[src/rtl/apb_cmd_master_if.sv]
// Bundles the command, APB requester/completer and response signals of apb_cmd_master.
// Latency: none; this file holds wires only.
// Backpressure: cmd_ready/rsp_ready travel opposite to their valids; PREADY stalls the APB side.
interface apb_cmd_master_if;
  // command channel
  logic        cmd_valid;
  logic        cmd_ready;
  logic        cmd_write;
  logic [31:0] cmd_addr;
  logic [31:0] cmd_wdata;

  // APB requester outputs
  logic        PSEL;
  logic        PENABLE;
  logic        PWRITE;
  logic [31:0] PADDR;
  logic [31:0] PWDATA;

  // APB completer inputs
  logic [31:0] PRDATA;
  logic        PREADY;
  logic        PSLVERR;

  // response channel
  logic        rsp_valid;
  logic        rsp_ready;
  logic        rsp_write;
  logic [31:0] rsp_rdata;
  logic        rsp_err;
  logic        rsp_timeout;

  modport master (
    input  cmd_valid, cmd_write, cmd_addr, cmd_wdata,
    output cmd_ready,
    output PSEL, PENABLE, PWRITE, PADDR, PWDATA,
    input  PRDATA, PREADY, PSLVERR,
    output rsp_valid, rsp_write, rsp_rdata, rsp_err, rsp_timeout,
    input  rsp_ready
  );

  modport slave (
    output cmd_valid, cmd_write, cmd_addr, cmd_wdata,
    input  cmd_ready,
    input  PSEL, PENABLE, PWRITE, PADDR, PWDATA,
    output PRDATA, PREADY, PSLVERR,
    input  rsp_valid, rsp_write, rsp_rdata, rsp_err, rsp_timeout,
    output rsp_ready
  );
endinterface

[src/rtl/apb_cmd_master.sv]
// Queues read/write commands in a FIFO and issues them one at a time as APB transfers.
// Latency: command accepted at edge N is popped at N+1, response valid at edge N+3 when PREADY=1.
// Backpressure: cmd_ready = FIFO not full (registered); no transfer starts while a response waits.
module apb_cmd_master #(
  parameter int DEPTH   = 4,
  parameter int TIMEOUT = 16
) (
  input  logic             PCLK,
  input  logic             PRESET,
  apb_cmd_master_if.master bus
);

  localparam int AW = (DEPTH > 1) ? $clog2(DEPTH) : 1;
  localparam int CW = $clog2(DEPTH + 1);
  localparam int WW = (TIMEOUT > 1) ? $clog2(TIMEOUT + 1) : 1;

  localparam logic [CW-1:0] FIFO_FULL = CW'(DEPTH);
  localparam logic [WW-1:0] WAIT_LAST = WW'(TIMEOUT - 1);

  typedef enum logic [1:0] {
    IDLE   = 2'd0,
    SETUP  = 2'd1,
    ACCESS = 2'd2
  } state_t;

  typedef struct packed {
    logic        write;
    logic [31:0] addr;
    logic [31:0] wdata;
  } cmd_t;

  // ---------------------------------------------------------------
  // Command FIFO
  // ---------------------------------------------------------------
  cmd_t          fifo_mem [DEPTH];
  logic [AW-1:0] wr_ptr;
  logic [AW-1:0] rd_ptr;
  logic [CW-1:0] count;
  logic          fifo_empty;
  logic          push;
  logic          pop;
  cmd_t          head;

  // ---------------------------------------------------------------
  // FSM, APB request and response state
  // ---------------------------------------------------------------
  state_t        state;
  state_t        state_nxt;
  logic [WW-1:0] wait_cnt;
  logic          psel;
  logic          penable;
  logic          xfer_done;
  logic          xfer_tmo;

  logic          pwrite_q;
  logic [31:0]   paddr_q;
  logic [31:0]   pwdata_q;

  logic          rsp_vld_q;
  logic          rsp_write_q;
  logic [31:0]   rsp_rdata_q;
  logic          rsp_err_q;
  logic          rsp_tmo_q;

  // Ready depends only on the registered occupancy so there is no path from cmd_valid or PREADY.
  assign bus.cmd_ready = (count != FIFO_FULL);
  assign push          = bus.cmd_valid & bus.cmd_ready;
  assign fifo_empty    = (count == '0);
  assign head          = fifo_mem[rd_ptr];

  // Pointer and occupancy bookkeeping; pointers wrap naturally because DEPTH is a power of two.
  always_ff @(posedge PCLK) begin
    if (PRESET) begin
      wr_ptr <= '0;
      rd_ptr <= '0;
      count  <= '0;
    end else begin
      if (push) begin
        wr_ptr <= wr_ptr + 1'b1;
      end
      if (pop) begin
        rd_ptr <= rd_ptr + 1'b1;
      end
      case ({push, pop})
        2'b10:   count <= count + 1'b1;
        2'b01:   count <= count - 1'b1;
        default: count <= count;
      endcase
    end
  end

  // Storage array is write-only from the command side; contents are don't-care until pushed.
  always_ff @(posedge PCLK) begin
    if (push) begin
      fifo_mem[wr_ptr] <= '{write: bus.cmd_write, addr: bus.cmd_addr, wdata: bus.cmd_wdata};
    end
  end

  // State register.
  always_ff @(posedge PCLK) begin
    if (PRESET) begin
      state <= IDLE;
    end else begin
      state <= state_nxt;
    end
  end

  // Next-state: start only when a command waits and the previous response has been taken.
  always_comb begin
    state_nxt = state;
    case (state)
      IDLE: begin
        if (!fifo_empty && !rsp_vld_q) begin
          state_nxt = SETUP;
        end
      end
      SETUP: begin
        state_nxt = ACCESS;
      end
      ACCESS: begin
        if (bus.PREADY || (wait_cnt == WAIT_LAST)) begin
          state_nxt = IDLE;
        end
      end
      default: begin
        state_nxt = IDLE;
      end
    endcase
  end

  // State-decoded APB strobes plus the pop / completion / timeout pulses for the datapath.
  always_comb begin
    psel      = 1'b0;
    penable   = 1'b0;
    pop       = 1'b0;
    xfer_done = 1'b0;
    xfer_tmo  = 1'b0;
    case (state)
      IDLE: begin
        pop = !fifo_empty && !rsp_vld_q;
      end
      SETUP: begin
        psel = 1'b1;
      end
      ACCESS: begin
        psel      = 1'b1;
        penable   = 1'b1;
        xfer_done = bus.PREADY;
        xfer_tmo  = !bus.PREADY && (wait_cnt == WAIT_LAST);
      end
      default: begin
        psel = 1'b0;
      end
    endcase
  end

  assign bus.PSEL    = psel;
  assign bus.PENABLE = penable;

  // Counts stalled ACCESS cycles; cleared outside ACCESS so each transfer gets a fresh budget.
  always_ff @(posedge PCLK) begin
    if (PRESET) begin
      wait_cnt <= '0;
    end else if ((state != ACCESS) || bus.PREADY || xfer_tmo) begin
      wait_cnt <= '0;
    end else begin
      wait_cnt <= wait_cnt + 1'b1;
    end
  end

  // Address/control/data load on pop and hold through the transfer and the following idle time.
  always_ff @(posedge PCLK) begin
    if (PRESET) begin
      pwrite_q <= 1'b0;
      paddr_q  <= '0;
      pwdata_q <= '0;
    end else if (pop) begin
      pwrite_q <= head.write;
      paddr_q  <= head.addr;
      pwdata_q <= head.wdata;
    end
  end

  assign bus.PWRITE = pwrite_q;
  assign bus.PADDR  = paddr_q;
  assign bus.PWDATA = pwdata_q;

  // Response register: captured at completion or timeout, held until the consumer takes it.
  always_ff @(posedge PCLK) begin
    if (PRESET) begin
      rsp_vld_q   <= 1'b0;
      rsp_write_q <= 1'b0;
      rsp_rdata_q <= '0;
      rsp_err_q   <= 1'b0;
      rsp_tmo_q   <= 1'b0;
    end else if (xfer_done) begin
      rsp_vld_q   <= 1'b1;
      rsp_write_q <= pwrite_q;
      rsp_rdata_q <= pwrite_q ? 32'h0 : bus.PRDATA;
      rsp_err_q   <= bus.PSLVERR;
      rsp_tmo_q   <= 1'b0;
    end else if (xfer_tmo) begin
      rsp_vld_q   <= 1'b1;
      rsp_write_q <= pwrite_q;
      rsp_rdata_q <= 32'h0;
      rsp_err_q   <= 1'b1;
      rsp_tmo_q   <= 1'b1;
    end else if (rsp_vld_q && bus.rsp_ready) begin
      rsp_vld_q   <= 1'b0;
    end
  end

  assign bus.rsp_valid   = rsp_vld_q;
  assign bus.rsp_write   = rsp_write_q;
  assign bus.rsp_rdata   = rsp_rdata_q;
  assign bus.rsp_err     = rsp_err_q;
  assign bus.rsp_timeout = rsp_tmo_q;

endmodule

[src/flat_wrapper.sv]
// flat-port wrapper written by rule: the top's interface ports become plain ports
module apb_cmd_master_flat 
#(
  parameter int DEPTH   = 4,
  parameter int TIMEOUT = 16
)
  (PCLK, PRESET, bus_cmd_valid, bus_cmd_write, bus_cmd_addr, bus_cmd_wdata, bus_cmd_ready, bus_PSEL, bus_PENABLE, bus_PWRITE, bus_PADDR, bus_PWDATA, bus_PRDATA, bus_PREADY, bus_PSLVERR, bus_rsp_valid, bus_rsp_write, bus_rsp_rdata, bus_rsp_err, bus_rsp_timeout, bus_rsp_ready);
  apb_cmd_master_if bus_i ();
  input  logic PCLK;
  input  logic PRESET;
  input wire logic [$bits(bus_i.cmd_valid)-1:0] bus_cmd_valid;
  input wire logic [$bits(bus_i.cmd_write)-1:0] bus_cmd_write;
  input wire logic [$bits(bus_i.cmd_addr)-1:0] bus_cmd_addr;
  input wire logic [$bits(bus_i.cmd_wdata)-1:0] bus_cmd_wdata;
  output wire logic [$bits(bus_i.cmd_ready)-1:0] bus_cmd_ready;
  output wire logic [$bits(bus_i.PSEL)-1:0] bus_PSEL;
  output wire logic [$bits(bus_i.PENABLE)-1:0] bus_PENABLE;
  output wire logic [$bits(bus_i.PWRITE)-1:0] bus_PWRITE;
  output wire logic [$bits(bus_i.PADDR)-1:0] bus_PADDR;
  output wire logic [$bits(bus_i.PWDATA)-1:0] bus_PWDATA;
  input wire logic [$bits(bus_i.PRDATA)-1:0] bus_PRDATA;
  input wire logic [$bits(bus_i.PREADY)-1:0] bus_PREADY;
  input wire logic [$bits(bus_i.PSLVERR)-1:0] bus_PSLVERR;
  output wire logic [$bits(bus_i.rsp_valid)-1:0] bus_rsp_valid;
  output wire logic [$bits(bus_i.rsp_write)-1:0] bus_rsp_write;
  output wire logic [$bits(bus_i.rsp_rdata)-1:0] bus_rsp_rdata;
  output wire logic [$bits(bus_i.rsp_err)-1:0] bus_rsp_err;
  output wire logic [$bits(bus_i.rsp_timeout)-1:0] bus_rsp_timeout;
  input wire logic [$bits(bus_i.rsp_ready)-1:0] bus_rsp_ready;
  assign bus_i.cmd_valid = bus_cmd_valid;
  assign bus_i.cmd_write = bus_cmd_write;
  assign bus_i.cmd_addr = bus_cmd_addr;
  assign bus_i.cmd_wdata = bus_cmd_wdata;
  assign bus_cmd_ready = bus_i.cmd_ready;
  assign bus_PSEL = bus_i.PSEL;
  assign bus_PENABLE = bus_i.PENABLE;
  assign bus_PWRITE = bus_i.PWRITE;
  assign bus_PADDR = bus_i.PADDR;
  assign bus_PWDATA = bus_i.PWDATA;
  assign bus_i.PRDATA = bus_PRDATA;
  assign bus_i.PREADY = bus_PREADY;
  assign bus_i.PSLVERR = bus_PSLVERR;
  assign bus_rsp_valid = bus_i.rsp_valid;
  assign bus_rsp_write = bus_i.rsp_write;
  assign bus_rsp_rdata = bus_i.rsp_rdata;
  assign bus_rsp_err = bus_i.rsp_err;
  assign bus_rsp_timeout = bus_i.rsp_timeout;
  assign bus_i.rsp_ready = bus_rsp_ready;
  apb_cmd_master #(.DEPTH(DEPTH), .TIMEOUT(TIMEOUT)) u_core (.PCLK(PCLK), .PRESET(PRESET), .bus(bus_i));
endmodule
[config.mk]
export PLATFORM = sky130hd
export DESIGN_NAME = apb_cmd_master_flat
export DESIGN_NICKNAME = d
export VERILOG_FILES = /design/src/rtl/apb_cmd_master_if.sv /design/src/rtl/apb_cmd_master.sv /design/src/flat_wrapper.sv
export SDC_FILE = /design/constraint.sdc
export NUM_CORES = 1
export LEC_CHECK = 0
export ABC_AREA = 0
export CAP_MARGIN = 5
export CORE_MARGIN = 5
export CORE_UTILIZATION = 55
export CTS_CLUSTER_SIZE = 10
export DETAILED_ROUTE_END_ITERATION = 12
export PLACE_DENSITY = 0.87
export SLEW_MARGIN = 10
export SYNTH_ARGS = -nofsm -noshare
export SYNTH_HDL_FRONTEND = slang
export SYNTH_SLANG_ARGS = --single-unit
[constraint.sdc]
create_clock -name PCLK -period 7.11 [get_ports PCLK]
set_clock_uncertainty 0.1 [all_clocks]
set_input_delay 1.0665 -clock PCLK [delete_from_list [all_inputs] [get_ports PCLK]]
set_output_delay 1.0665 -clock PCLK [all_outputs]
set_load 0.1 [all_outputs]
==> qor_table.md, run 1 <==
| Parameter | Reported |
|:---|:---|
| Clock tree from TritonCTS | yes |
| Areal power density over the cells | 451.3 mW/mm2 |
| Measured slew at the worst slew-check pin | 1.179 ns |
| First-pass GRT wire length | 42.45 mm |
| Combined area of all synthesized cells | 0.01335 mm2 |
| Die Wd | 165.8 um |
| Clock transition time at the flip-flop clock pins of the worst setup and hold paths | 0.05 ns |
| Root buffer cell | sky130_fd_sc_hd__clkbuf_16 |
| Residual DRC count | 0 |
| YS warnings | 0 |
| Share of flip-flops with an asynchronous set or reset | 0 |
| Kind of start point of the critical path | flop |
| Share of the yosys chip area belonging to registers | 0.7571 |
| Instance count of the mapped netlist | 699 |
| Flop and latch count out of synthesis | 375 |
| Clock latency on the worst-skew pair | 0.52 ns |
| Final instance count without filler cells | 1271 |
| Number of global-route vias before repair | 7572 |
| Placed wire-length estimate after detailed placement | 15.85 mm |
| Final count of hold timing violations | 0 |
| Vias after detailed routing | 7103 |
| Number of rows created at floorplan | 57 |
| Most used cells in the layout excluding fill and tap cells | sky130_fd_sc_hd__edfxtp_1 (260), sky130_fd_sc_hd__clkdlybuf4s50_1 (205), sky130_fd_sc_hd__dfxtp_1 (113) |
| Master of the slowest instance on the critical path | sky130_fd_sc_hd__clkdlybuf4s50_1 |
| Proportion of netlist area held by the largest area contributor | 0.5847 |
| Least setup slack across all paths after layout | 3.482 ns |
| Die outline area | 0.02750 mm2 |
| Endpoint required time on the critical path | 5.94 ns |
| Dominant synthesized flop cell | sky130_fd_sc_hd__edfxtp_1 |
| Number of pins with negative max-slew slack in the final report | 0 |
| Post-cts hold buffer count | 0 |
| Leading cell type in the layout, fill and taps excluded | sky130_fd_sc_hd__edfxtp_1 |
| Number of antenna repair diodes | 0 |
| Core Region | 0.02411 mm2 |
| Placed Cells incl. Taps | 1192 |
| Critical Path AT | 2.46 ns |
| Worst IR drop on VDD | 0.3936 mV |
| Number of top-level design ports | 207 |
| Total buffers and inverters traversed by the critical path | 2 |
| Nets@finish | 1028 |
| Routed Antenna Nets | 0 |
| Max Clk Rate | 275.6 MHz |
| Period minus WS final | 3.628 ns |
| Worst hold-check slack | 0.3505 ns |
| Highest fanout seen on the critical path | 8 |
| Post-CTS setup buffer count | 0 |
| Leak | 5.627 nW |
| Detailed-route vias per instance | 5.589 |
| Setup repair after global routing missed its margin | false |
| Final period util | 0.5103 |
| Post-synthesis cell type with the largest combined area | sky130_fd_sc_hd__edfxtp_1 |
| Detailed Route Iter0 Violations | 394 |
| Fill count | 1515 |
| CTS max path bufs | 3 |
| Setup CP Type | reg2out |
| Headroom to the max-slew limit | 0.2140 |
| Area post-placement | 0.01565 mm2 |
| Utilization after layout | 0.7013 |
| Synthesized area per cell | 19.10 um2 |
| Per-cell routed wire length | 21.12 um |
| Area growth from synthesis to layout | 26.59% |
| Number of antenna violations at the first check in global routing | 2 |
| Net count after synthesis | 814 |
| Pin count of the biggest net entering global routing | 68 |
| TritonRoute pass-1 iters | 5 |
| Final non-filler cell area | 0.01691 mm2 |
| Number of I/O port buffers | 206 |
| Count of cells resized by post-cts repair | 0 |
| Distinct cell type count after synthesis | 38 |
| Die extent in y | 165.8 um |
| Initial standard-cell utilization of the core | 0.5540 |
| Aggregate global-route resource usage | 0.1934 |
| Design Power | 7.628 mW |
| Fraction of final layout cells sized beyond drive strength 1 | 0.1373 |
| Leading cell types by total area after synthesis | sky130_fd_sc_hd__edfxtp_1 (58%), sky130_fd_sc_hd__dfxtp_1 (17%), sky130_fd_sc_hd__mux4_2 (11%), sky130_fd_sc_hd__a22o_1 (4.3%), sky130_fd_sc_hd__a22oi_1 (1.8%) |
| Max-capacitance violation count | 0 |
| Crit-path cells | inv_1, ha_1, clkdlybuf4s50_1 |
| Cts bufs inserted | 43 |
| Classification of the worst-slack hold path | reg2reg |
| Final weighted congestion of routability-driven global placement | 0.7685 |
| Total negative slack for setup checks | 0 ns |
| # clock sinks | 375 |
| H-tree depth | 2 |
| Total congestion overflow after global routing | 0 |
| Final setup viols | 0 |
| Status | completed |
| Number of synthesized flops with an enable pin | 260 |
| Cell type group with the largest total delay on the critical path | buffers and inverters |
| Minimum setup slack after placement | 3.906 ns |
| Aggregate routed wire length | 26.85 mm |
| CP max stage delay | 1.20 ns |
| Setup crit end kind | output pin |
[metal layers]
layer | global-route usage | up-vias | part of all wire
met5 | 0 | - | 0.0012
met3 | 0.04999 | 36 | 0.069
met2 | 0.3292 | 263 | 0.51
li1 | - | 3227 | -
met4 | 0.04663 | 4 | 0.014
met1 | 0.2532 | 3573 | 0.41
[sequential cells by signal, indices dropped and copies added, names as in the netlist, 2 cells and up]
signal,flops
u_core.fifo_mem,260
u_core.wr_ptr,2
u_core.bus.PADDR,32
u_core.bus.PWDATA,32
u_core.state,2
u_core.count,3
u_core.bus.rsp_rdata,32
u_core.wait_cnt,5
u_core.rd_ptr,2
[report_power, final]
group | total, mW | switching, mW | internal [mW]
clock network | 1.95 | 0.785 | 1.17
logic | 2.78 | 1.95 | 0.835
registers | 2.89 | 0.210 | 2.68
[cell families after synthesis]
family,count (synthesis),share of synthesized area
multiplexers,68,0.1119
adder cells (fa/ha/maj),12,0.01181
AO/OA/AOI/OAI,114,0.06840
AND/OR/NAND/NOR,73,0.02567
buffers and inverters,53,0.02258
XOR/XNOR,4,0.002624
flip-flops,375,0.7571
[synthesized netlist by cell type (2+ instances only)]
master,number
sky130_fd_sc_hd__ha_1,11
sky130_fd_sc_hd__buf_2,14
sky130_fd_sc_hd__buf_1,2
sky130_fd_sc_hd__a21oi_1,8
sky130_fd_sc_hd__a22oi_1,32
sky130_fd_sc_hd__or3_1,3
sky130_fd_sc_hd__buf_4,2
sky130_fd_sc_hd__nand2_1,2
sky130_fd_sc_hd__mux2i_1,3
sky130_fd_sc_hd__buf_12,2
sky130_fd_sc_hd__and3_1,5
sky130_fd_sc_hd__edfxtp_1,260
sky130_fd_sc_hd__nor2_1,45
sky130_fd_sc_hd__a22o_1,65
sky130_fd_sc_hd__buf_6,6
sky130_fd_sc_hd__a21o_1,2
sky130_fd_sc_hd__nor2b_1,2
sky130_fd_sc_hd__inv_1,10
sky130_fd_sc_hd__dfxtp_1,115
sky130_fd_sc_hd__nand3_1,3
sky130_fd_sc_hd__xor2_1,3
sky130_fd_sc_hd__clkbuf_1,17
sky130_fd_sc_hd__o21ai_0,2
sky130_fd_sc_hd__mux4_2,65
sky130_fd_sc_hd__nand2b_1,6
sky130_fd_sc_hd__nor3_1,2
[area by class of cell]
class                           count  area (um2)  area share
Clock inverter                      2       25.02    0.001480
Multi-Input combinational cell    271        2983      0.1764
Timing Repair Buffer              212        2102      0.1243
Inverter                           10       37.54    0.002220
Tap cell                          324       405.4     0.02398
Clock buffer                       77        1235     0.07305
Sequential cell                   375       10120      0.5985
[path summary, 6_finish.rpt]
| path | from | endpoint | slack (ns) | cells past startpoint |
|---|---|---|---|---|
| hold reg to reg | u_core.wait_cnt[0] | u_core.wait_cnt[0] | 0.35 | 1 |
| hold / removal | u_core.wait_cnt[0] | u_core.wait_cnt[0] | 0.35 | 1 |
| setup / recovery | u_core.state[0] | bus_PENABLE | 3.48 | 3 |
| setup reg to reg | u_core.state[0] | u_core.bus.PADDR[13] | 4.52 | 6 |
No activity file was read; power rests on OpenSTA's default activity.
==> inputs of run 2 (changes only) <==
CORE_UTILIZATION = 48   (was 55)
PLACE_DENSITY = 0.81   (was 0.87)
clock period = 3.1 ns   (was 7.11 ns; I/O delays follow)
==> run 2 against run 1 <==
Effect of this change:
- clock-buffer cell count shrank 4
- clock power grew 130%
- hold slack lost 0.13 ns
- largest cell class unchanged
- sequential power grew 130%
- register-to-register slack lost 3.9 ns
- sequential share of layout area shrank 0.20 points
==> qor_table.md, run 2 (synthesized netlist as in run 1, its figures left out) <==
| Parameter | Reported | Delta |
|:---|:---|:---|
| Status | completed |  |
| Final setup viols | 0 | unchanged |
| Max-capacitance violation count | 0 | unchanged |
| Worst IR drop on VDD | 0.6625 mV | +68% |
| Die Wd | 176.8 um | +6.6% |
| Area growth from synthesis to layout | 27.01% |  |
| Core Region | 0.02763 mm2 | +15% |
| Number of top-level design ports | 207 | unchanged |
| Crit-path cells | or3b_1, nand2_1, ha_1, inv_1, fa_1, xor2_1, or3_1, a21oi_1 |  |
| Clock latency on the worst-skew pair | 0.52 ns | about the same |
| Minimum setup slack after placement | 0.4657 ns | -3.440 ns |
| Number of pins with negative max-slew slack in the final report | 0 | unchanged |
| Hold wc startpoint | PRESET |  |
| H-tree depth | 2 | unchanged |
| Final weighted congestion of routability-driven global placement | 0.7190 | -6.4% |
| Aggregate routed wire length | 26.90 mm | +0.22% |
| Classification of the worst-slack hold path | in2reg |  |
| Number of flip-flops under the largest register name | 260 | unchanged |
| Routed Antenna Nets | 0 | unchanged |
| Clock transition time at the flip-flop clock pins of the worst setup and hold paths | 0.05 ns | about the same |
| Per-cell routed wire length | 20.11 um | -4.8% |
| Max Clk Rate | 396.9 MHz |  |
| Design Power | 17.58 mW | +130% |
| Total buffers and inverters traversed by the critical path | 1 | -1 |
| Final period util | 0.8128 |  |
| Least setup slack across all paths after layout | 0.5804 ns | -2.901 ns |
| Residual DRC count | 0 | unchanged |
| Placed Cells incl. Taps | 1260 | +5.7% |
| Pin count of the biggest net entering global routing | 48 | -29% |
| Cts bufs inserted | 44 | +2.3% |
| Die outline area | 0.03126 mm2 | +14% |
| Period minus WS final | 2.520 ns |  |
| Die extent in y | 176.8 um | +6.6% |
| Highest fanout seen on the critical path | 10 | +2 |
| CTS max path bufs | 3 | unchanged |
| Measured slew at the worst slew-check pin | 0.7483 ns | -0.4307 ns |
| Setup CP Type | reg2reg |  |
| Headroom to the max-slew limit | 0.5000 | +0.2860 |
| Aggregate global-route resource usage | 0.1707 | -0.02275 |
| Placed wire-length estimate after detailed placement | 16.97 mm | +7.1% |
| Cell type group with the largest total delay on the critical path | simple AND/OR/NAND/NOR gates |  |
| Final count of hold timing violations | 0 | unchanged |
| Clock tree from TritonCTS | yes |  |
| Vias after detailed routing | 7107 | +0.056% |
| First-pass GRT wire length | 41.97 mm | -1.1% |
| CP max stage delay | 0.53 ns | -0.67 ns |
| Kind of start point of the critical path | flop |  |
| Number of rows created at floorplan | 61 | +7.0% |
| Total negative slack for setup checks | 0 ns | unchanged |
| Number of global-route vias before repair | 7631 | +0.78% |
| Post-CTS setup buffer count | 0 | unchanged |
| Fraction of final layout cells sized beyond drive strength 1 | 0.2604 | +0.1231 |
| Count of cells resized by post-cts repair | 0 | unchanged |
| Post-cts hold buffer count | 0 | unchanged |
| Number of antenna violations at the first check in global routing | 1 | -1 |
| Endpoint required time on the critical path | 3.45 ns | -2.49 ns |
| Master of the slowest instance on the critical path | sky130_fd_sc_hd__or3b_1 |  |
| Leading cell type in the layout, fill and taps excluded | sky130_fd_sc_hd__edfxtp_1 |  |
| # clock sinks | 375 | unchanged |
| Setup repair after global routing missed its margin | false |  |
| Number of I/O port buffers | 206 | unchanged |
| Leak | 5.942 nW | +5.6% |
| Root buffer cell | sky130_fd_sc_hd__clkbuf_16 |  |
| Detailed-route vias per instance | 5.312 | -5.0% |
| Number of antenna repair diodes | 0 | unchanged |
| Most used cells in the layout excluding fill and tap cells | sky130_fd_sc_hd__edfxtp_1 (260), sky130_fd_sc_hd__buf_4 (114), sky130_fd_sc_hd__dfxtp_1 (113) |  |
| Nets@finish | 1043 | +1.5% |
| Detailed Route Iter0 Violations | 328 | -17% |
| Start of the worst register-to-register path | u_core.count[2] |  |
| Final instance count without filler cells | 1338 | +5.3% |
| Setup crit end kind | flop |  |
| Top register by number of flip-flops | u_core.fifo_mem |  |
| Areal power density over the cells | 1036 mW/mm2 | +130% |
| Start point of the critical path | u_core.count[2] |  |
| TritonRoute pass-1 iters | 5 | unchanged |
| Critical Path AT | 2.87 ns | +0.41 ns |
| Total congestion overflow after global routing | 0 | unchanged |
| Initial standard-cell utilization of the core | 0.4833 | -0.07065 |
## run 2: cell types whose count changed in the layout (fill, tap and decap cells not counted), sizes merged
cell,delta
clkdlybuf4s50,-104
clkinv,+2
bufinv,+1
buf,+118
clkbuf,-4
## run 2: stage by stage
step | instance area, um2 | util | hold slack [ns]
3_3_place_gp | 15680 | 0.5676 | 0.3311
3_5_place_dp | 15680 | 0.5676 | 0.3570
4_1_cts | 16960 | 0.6139 | 0.2096
6_report | 16960 | 0.6139 | 0.2219
2_1_floorplan | 13360 | - | 0.3175
5_1_grt | 16960 | 0.6139 | 0.2348
## run 2: cell type report
class / instances / area, um2
clock buffer: 73 / 1210
sequential: 375 / 10120
timing repair buffer: 226 / 2072
tap: 378 / 473.0
fill: 2022 / 10670
inverter: 10 / 37.54
multi-input combinational: 271 / 2983
clock inverter: 5 / 68.82
## run 2: final timing paths
check                       end  slack [ns]  cells past startpoint
min             u_core.count[1]        0.22                      2
min reg2reg  u_core.wait_cnt[0]        0.36                      1
max reg2reg     u_core.count[2]        0.58                      8
max             u_core.count[2]        0.58                      8
## run 2: per-layer routing
layer	routed length (um)	global-route usage	vias up	share of wire
li1	-	-	3269	-
met1	11600	0.2229	3579	0.43
met2	13170	0.2916	205	0.49
met3	1549	0.03867	52	0.058
met4	578	0.04578	2	0.021
met5	7	0	-	0.00026
## run 2: where the power goes
group	internal [mW]	leakage, nW	switching [mW]
Sequential	6.14	3.32	0.459
Clock	2.73	0.610	1.83
Combinational	1.88	2.01	4.54
Total	10.8	5.94	6.82
